## src/rtl/fb_write_scheduler.sv

```systemverilog
// Framebuffer write scheduler: confines all framebuffer writes to vertical blanking,
// round-robin arbitrates the requesters and runs a pausable full-screen clear sweep.
module fb_write_scheduler #(
  parameter int unsigned N_REQ        = 4,
  parameter int unsigned ADDR_W       = 13,
  parameter int unsigned CELLS        = 4800,
  parameter int unsigned VBLANK_START = 480
) (
  input  logic              vga_clk,
  input  logic              rst,
  input  logic [9:0]        vc,
  input  logic [N_REQ-1:0]  req_valid,
  input  logic [ADDR_W-1:0] req_addr [0:N_REQ-1],
  input  logic [7:0]        req_data [0:N_REQ-1],
  output logic [N_REQ-1:0]  req_ready,
  input  logic              clear_req,
  input  logic [7:0]        clear_color,
  output logic              clear_busy,
  output logic              fb_we,
  output logic [ADDR_W-1:0] fb_addr,
  output logic [7:0]        fb_data,
  output logic              frame_tick
);

  localparam int unsigned       PTR_W     = (N_REQ > 1) ? $clog2(N_REQ) : 1;
  localparam logic [9:0]        VB_LINE   = 10'(VBLANK_START);
  localparam logic [ADDR_W-1:0] LAST_ADDR = ADDR_W'(CELLS - 1);
  localparam logic [ADDR_W:0]   CELLS_EXT = (ADDR_W + 1)'(CELLS);

  typedef enum logic [1:0] {StActive, StServe, StClear} state_e;

  state_e            state_q, state_d;
  logic              vblank_q;
  logic              clear_pending_q;
  logic [7:0]        clr_color_q;
  logic [ADDR_W-1:0] clr_addr_q;
  logic [PTR_W-1:0]  rr_ptr_q;

  logic              in_vblank, vblank_entry, clr_write;
  logic              grant_any, grant_in_range;
  logic [PTR_W-1:0]  grant_idx, cand, rr_next;

  assign in_vblank    = (vc >= VB_LINE);
  assign vblank_entry = in_vblank && !vblank_q;
  // A sweep only writes while the sampled line is still inside blanking.
  assign clr_write    = (state_q == StClear) && in_vblank;
  assign clear_busy   = clear_pending_q;

  always_comb begin
    req_ready = '0;
    grant_any = 1'b0;
    grant_idx = '0;
    cand      = '0;
    if (state_q == StServe) begin
      for (int j = 0; j < int'(N_REQ); j++) begin
        cand = PTR_W'((int'(rr_ptr_q) + j) % int'(N_REQ));
        if (!grant_any && req_valid[cand]) begin
          grant_any = 1'b1;
          grant_idx = cand;
        end
      end
      if (grant_any) req_ready[grant_idx] = 1'b1;
    end
  end

  assign rr_next        = PTR_W'((int'(grant_idx) + 1) % int'(N_REQ));
  assign grant_in_range = ({1'b0, req_addr[grant_idx]} < CELLS_EXT);

  always_comb begin
    state_d = state_q;
    unique case (state_q)
      StActive: if (vblank_entry) state_d = clear_pending_q ? StClear : StServe;
      StServe: begin
        if (!in_vblank)           state_d = StActive;
        else if (clear_pending_q) state_d = StClear;
      end
      StClear: begin
        if (!in_vblank)                    state_d = StActive;
        else if (clr_addr_q == LAST_ADDR)  state_d = StServe;
      end
      default: state_d = StActive;
    endcase
  end

  always_ff @(posedge vga_clk or posedge rst) begin
    if (rst) state_q <= StActive;
    else     state_q <= state_d;
  end

  always_ff @(posedge vga_clk or posedge rst) begin
    if (rst) begin
      vblank_q        <= 1'b0;
      frame_tick      <= 1'b0;
      fb_we           <= 1'b0;
      fb_addr         <= '0;
      fb_data         <= '0;
      rr_ptr_q        <= '0;
      clear_pending_q <= 1'b0;
      clr_color_q     <= '0;
      clr_addr_q      <= '0;
    end else begin
      vblank_q   <= in_vblank;
      frame_tick <= vblank_entry;
      fb_we      <= 1'b0;
      if (clr_write) begin
        fb_we      <= 1'b1;
        fb_addr    <= clr_addr_q;
        fb_data    <= clr_color_q;
        clr_addr_q <= clr_addr_q + 1'b1;
        if (clr_addr_q == LAST_ADDR) clear_pending_q <= 1'b0;
      end else if (grant_any) begin
        rr_ptr_q <= rr_next;
        // Out-of-range addresses complete the handshake but never reach the framebuffer.
        if (grant_in_range) begin
          fb_we   <= 1'b1;
          fb_addr <= req_addr[grant_idx];
          fb_data <= req_data[grant_idx];
        end
      end
      if (clear_req && !clear_pending_q) begin
        clear_pending_q <= 1'b1;
        clr_color_q     <= clear_color;
        clr_addr_q      <= '0;
      end
    end
  end

endmodule

```

## config.mk

```make
export PLATFORM = sky130hd
export DESIGN_NAME = fb_write_scheduler
export DESIGN_NICKNAME = d
export VERILOG_FILES = /design/src/rtl/fb_write_scheduler.sv
export SDC_FILE = /design/constraint.sdc
export NUM_CORES = 1
export LEC_CHECK = 0
export ABC_AREA = 1
export BUFFER_PORTS_ARGS = -buffer_cell sky130_fd_sc_hd__buf_2
export CORE_MARGIN = 3
export CORE_UTILIZATION = 38
export CTS_CLUSTER_SIZE = 24
export DETAILED_ROUTE_END_ITERATION = 12
export PLACE_DENSITY = 0.71
export SETUP_SLACK_MARGIN = 0.05
export SYNTH_ARGS = -nofsm -noshare
export SYNTH_HDL_FRONTEND = slang
export SYNTH_SLANG_ARGS = --single-unit
```

## constraint.sdc

```tcl
create_clock -name vga_clk -period 2.2 [get_ports vga_clk]
set_input_delay 0.22 -clock vga_clk [delete_from_list [all_inputs] [get_ports vga_clk]]
set_output_delay 0.22 -clock vga_clk [all_outputs]
set_load 0.01 [all_outputs]
```

-- Yosys cells after proc, flatten, opt, wreduce, memory -nomap -nowiden
Cells that the tools add are included.
- register bits: 50
- output and inout bits: 28
- add/subtract/negate cells: 5
- order comparisons: 9
- equality and inequality tests: 6
- multiplexer cells: 54
- bitwise operators: 2
- reductions and logical operators: 21
- operator list (kind ; number):
    2-to-1 mux 13 bit ; 7
    2-to-1 mux 8 bit ; 5
    binary-select mux 13 bit (select 2 bit) ; 1
    2-to-1 mux 2 bit ; 12
    2-to-1 mux 1 bit ; 20
    binary-select mux 8 bit (select 2 bit) ; 1
    less-than comparator 2 x 3 -> 1 bit (second input constant) ; 5
    adder 13 x 1 -> 13 bit (second input constant) ; 1
    == test 13 bit (second input constant) ; 1
    less-than comparator 13 bit (second input constant) ; 1
    >= comparator 10 x 9 -> 1 bit (second input constant) ; 1
    binary-select mux 1 bit (select 2 bit) ; 4
    2-to-1 mux 4 bit ; 2
    nonzero test 2 bit ; 4
    logical AND 1 bit ; 7
    case mux 2 bit (3 select lines) ; 1
    AND reduction 2 bit ; 3
    zero test 1 bit ; 5
    adder 2 x 1 -> 2 bit (second input constant) ; 2
    adder 2 bit (second input constant) ; 2
    >= comparator 3 bit (second input constant) ; 1
    != test 3 x 2 -> 1 bit (second input constant) ; 1
    != test 3 bit (second input constant) ; 1
    inverter 2 -> 3 bit ; 1
    8 further kinds ; 8

-- Longest topological paths before layout
- depth after elaboration: 25
- gate-level depth with buffers: 25
- gate-level depth less buffers: 22

-- Worst setup path before layout
No wires, ideal clock.
- path kind: flip-flop to flip-flop
- start: reg rr_ptr_q[0]
- end: reg fb_addr[0]
- setup time: 0.118 ns
- arrival: 2.093 ns
- data required time: 2.082 ns
- setup slack: -0.011 ns
- cell stages (with the launch flop): 20
- period minus slack after synthesis: 2.211 ns
- path through: dfrtp_1 buf_6 inv_6 nand2_1 nand3_1 nand2_2 nor2_4 nand3_1 nand3_2 nand3_2 inv_2 buf_6 nand3_1 nand2_1 inv_1 o21ai_1 nand3_2 buf_4 nand3_1 nand2_1
- word-level cells in the longest chain between the ends: 24
- elaborated cells on any way between the ends: 43
- those cells by class: add/sub (3); order compare (1); mux (29); bitwise (1); reduce/logical (9)
- RTL lines (item ; line ; source):
    start: declaration ; 37 ; logic [PTR_W-1:0] rr_ptr_q;
    start signal: assignment ; 112 ; rr_ptr_q <= rr_next;
    binary-select mux 1 bit (select 2 bit) ; 57 ; if (!grant_any && req_valid[cand]) begin
    2-to-1 mux 1 bit (implied by the code) ; 57 ;
    2-to-1 mux 1 bit ; 57 ;
    2-to-1 mux 1 bit ; 54 ; if (state_q == StServe) begin
    zero test 1 bit ; 57 ;
    logical AND 1 bit ; 57 ;
    2-to-1 mux 1 bit ; 57 ;
    2-to-1 mux 1 bit ; 54 ;
    [6 not listed] ; n/a ;
    2-to-1 mux 2 bit ; 57 ;
    2-to-1 mux 2 bit (2 in series) ; 54 ;
    inverter 2 -> 3 bit (implied by the code) ; 67, 116 ;
    binary-select mux 13 bit (select 2 bit) ; 67, 116 ;
    2-to-1 mux 13 bit (implied by the code) (2 in series) ; 67, 116 ;
    less-than comparator 13 bit / 2-to-1 mux 13 bit (equally long branches) ; 67, 114 ;
    nonzero test 2 bit (no source line) / 2-to-1 mux 13 bit (equally long branches) ; n/a ;
    AND reduction 2 bit (no source line) / 2-to-1 mux 13 bit (equally long branches) ; n/a ;
    end signal: assignment ; 107 ; fb_addr <= clr_addr_q;
    end signal: assignment ; 116 ; fb_addr <= req_addr[grant_idx];
    end: declaration ; 20 ; output logic [ADDR_W-1:0] fb_addr,
Several ways; a longest one is shown, not always the timed one. The select of a mux whose other input is x is not followed.
A chain may end at the register's enable or synchronous reset.

-- Final worst setup path
- start: reg rr_ptr_q[0]
- end: reg fb_addr[11]
The elaborated chain is that of the path after synthesis.

==> impl_metrics.json <==
{
  "num_vias": 4187,
  "antenna_found_initial": 0,
  "synth_top_family_by_area": "simple AND/OR/NAND/NOR gates",
  "worst-path-max-fanout": 6,
  "fin_cells": 815,
  "setup_tns_ns": -9.316,
  "placed_area_um2": 4476,
  "rsz0062_at_grt": "true",
  "min_to": "clr_color_q[2]",
  "ys.flop_type": "dfrtp_1",
  "synthCells": 545,
  "rr_endpoint": "fb_addr[11]",
  "whs_ns": 0.1105,
  "reg2reg_depth": 20,
  "synth-compound-area-share_pct": 6.882,
  "cp.arrival_ns": 2.84,
  "start_kind": "register",
  "post-place-cells": 787,
  "min-delay-start": "clear_color[2]",
  "gp_congestion": 0.8307,
  "portBuffers": 131,
  "finalCritPeriodShare_pct": 119.8,
  "area_delta_synth_final_pct": 44.09,
  "cts_tree": "built",
  "synth_nets": 655,
  "period_needed_ns": 2.635,
  "ys_warn_count": 0,
  "synth_cell_types": 29,
  "synth_fa_ha_area_share_pct": 0.3547,
  "synthMuxAreaShare_pct": 0,
  "synth_top_cell_area_share_pct": 35.47,
  "async_flop_share_pct": 100.0,
  "fin_util_pct": 57.44,
  "critPathRequiredTime_ns": 2.40,
  "drtIter0Drc": 257,
  "startpoint": "rr_ptr_q[0]",
  "critPathBufInv": 5,
  "clock-sinks": 50,
  "grt_max_degree": 55,
  "max_stage_delay_ns": 0.49,
  "wl_per_cell_um": 14.07,
  "fmax_mhz": 379.6,
  "place_hpwl_mm": 8.231,
  "initial_utilization_pct": 39.86,
  "reg2reg_slack_ns": -0.43,
  "ys_seq_area_share_pct": 35.47,
  "grt_pass1_wl_mm": 16.41,
  "fin_nets": 816,
  "core_um2": 8848,
  "final_layout_size_suffix_gt1_share_pct": 38.76,
  "power_density_nw_per_um2": 1105,
  "wl_mm": 11.47,
  "critical_path_depth": 20,
  "drt_pass1_iterations": 5,
  "final_hold_viol_count": 0,
  "ir_drop_mv": 0.4058,
  "synth-xor-area-share_pct": 0,
  "io_pins": 137,
  "p_leak_nw": 2.794,
  "fin_ws_ns": -0.4347,
  "cts_buffers": 5,
  "clock_skew_ns": 0.004677,
  "root_buffer": "clkbuf_8",
  "htreeDepth": 2,
  "synth_top_area_cell": "dfrtp_1",
  "synth-simple-area-share_pct": 47.00,
  "row_count": 34,
  "synthesis.area_um2": 3527,
  "synth-edff-count": 0,
  "slew_violations": 0,
  "max_cap_viol_count": 0,
  "overflow": 0,
  "diodes": 0,
  "cpMaxStageDelayCell": "dfrtp_2",
  "critical_path.cell_chain": "buf_6 > nand2_2 > nand2_2 > nand2_2 > nand2_2 > nor2_4 > nand3_2 > nand2_4 > nor2_4 > clkbuf_16 > buf_6 > o211ai_1 > nand2_1 > clkinv_2 > nand2_2 > nand2_2 > nand3_4 > clkbuf_16 > nand3_2 > nand2_1",
  "min_path_cells": 3,
  "path_clk_slew_ns": 0.09,
  "grt_pass1_vias": 3668,
  "clkLatencyLatePin_ns": 0.31,
  "drc": 0,
  "cp_common_cell": "nand2_2",
  "endpoint_kind": "register",
  "final_antenna_net_count": 0,
  "slew_headroom_pct": 66.45,
  "n_fill_cell": 814,
  "ys_ff_latch": 50,
  "dieArea_um2": 10470,
  "hp-class": "in -> reg",
  "reg2reg_from": "rr_ptr_q[0]",
  "finalSetupViolCount": 24,
  "synth.area.top_cells": "dfrtp_1, nand2_1, nand3_1",
  "yosysMostFrequentCell": "nand2_1",
  "fp.dieW_um": 102.3,
  "grtUsageTotal_pct": 19.19,
  "outcome": "finished with violations",
  "clockBufferDepth": 2,
  "final_area_um2": 5082,
  "synth_commonest_cells": "nand2_1, nand3_1, dfrtp_1",
  "crit_family": "simple AND/OR/NAND/NOR gates",
  "tightest_slew_ns": 0.5025,
  "viasPerCell": 5.137,
  "avgSynthCellArea_um2": 6.472,
  "die_y_um": 102.3,
  "violations": "negative setup slack",
  "path_class": "reg -> reg"
}
[where the power goes]
| group | total, mW | leakage [nW] | internal [mW] | switching (mW) |
|---|---|---|---|---|
| Sequential | 1.47 | 0.635 | 1.23 | 0.239 |
| Clock | 0.645 | 0.0579 | 0.335 | 0.310 |
| Combinational | 3.50 | 2.10 | 1.50 | 2.00 |
[worst max path at each step]
stage / to / slack (ns)
after CTS: fb_data[4] / -0.23
after global routing: fb_addr[5] / -0.64
after detailed placement: fb_data[4] / -0.36
after floorplan: fb_addr[10] / 0.02
final: fb_addr[11] / -0.43
after global placement: fb_addr[10] / -0.25
[routing by layer]
layer / share of wire, % / GRT usage, % / vias to the layer above
li1: - / - / 2065
met1: 40 / 24.74 / 1982
met4: 1.4 / 3.633 / 0
met2: 53 / 34.28 / 127
met5: 0 / 0 / -
met3: 5.5 / 2.935 / 13
[placed cells by master (no fill, tap or decap), types with 9 or more instances in the layout]
| master | netlist | routed |
|---|---|---|
| o21ai_0 | 27 | 27 |
| nand3_1 | 98 | 85 |
| nand3_2 | 14 | 25 |
| nand2_1 | 222 | 198 |
| nand2_2 | 5 | 26 |
| inv_1 | 38 | 37 |
| a21oi_1 | 10 | 9 |
| buf_2 | 7 | 129 |
| dfrtp_1 | 50 | 48 |
| nor2_1 | 19 | 16 |
| buf_4 | 4 | 34 |
[cell families (layout without fill, tap and decap cells)]
group / after synthesis / in the layout
AND/OR/NAND/NOR: 370 / 370
buffers and inverters: 79 / 241
flip-flops: 50 / 50
AO/OA/AOI/OAI: 45 / 45
adder cells (fa/ha/maj): 1 / 1
[worst register-to-register path, delay by kind of cell, from the launching register on]
| family | cells | cell delay (ns) |
|---|---|---|
| flops | 1 | 0.49 |
| simple gates | 14 | 1.14 |
| compound gates | 1 | 0.17 |
| buf+inv | 5 | 0.71 |
[sequential cells by signal, indices dropped and copies added (netlist names)]
signal       count
clr_addr_q      13
vblank_q         1
fb_we            1
clear_busy       1
frame_tick       1
rr_ptr_q         2
fb_data          8
clr_color_q      8
fb_addr         13
state_q          2
[area by class of cell]
type | count | area, um2 | share of cell area (%)
flip-flops and latches | 50 | 1254 | 24.67
well taps | 108 | 135.1 | 2.659
inverters | 51 | 210.2 | 4.136
clock buffers | 5 | 68.82 | 1.354
multi-input cells | 416 | 2135 | 42.00
clock inverters | 3 | 40.04 | 0.7878
repair buffers | 182 | 1240 | 24.40
[what timing repair did]
item	in CTS	in global routing
setup endpoints to repair	27	30
pin swaps	0	7
hold buffers	1	0
hold endpoints to repair	23	0
cloned	0	8
gates resized for setup	9	55
setup buffers	0	11
[stage by stage]
stage | worst slack [ns] | power, mW
after floorplan | 0.01898 | 3.332
after global placement | -0.2479 | 4.152
after detailed placement | -0.3607 | 4.252
after CTS | -0.2251 | 4.933
after global routing | -0.6372 | 6.049
final | -0.4347 | 5.614
No activity file was read; power rests on OpenSTA's default activity.
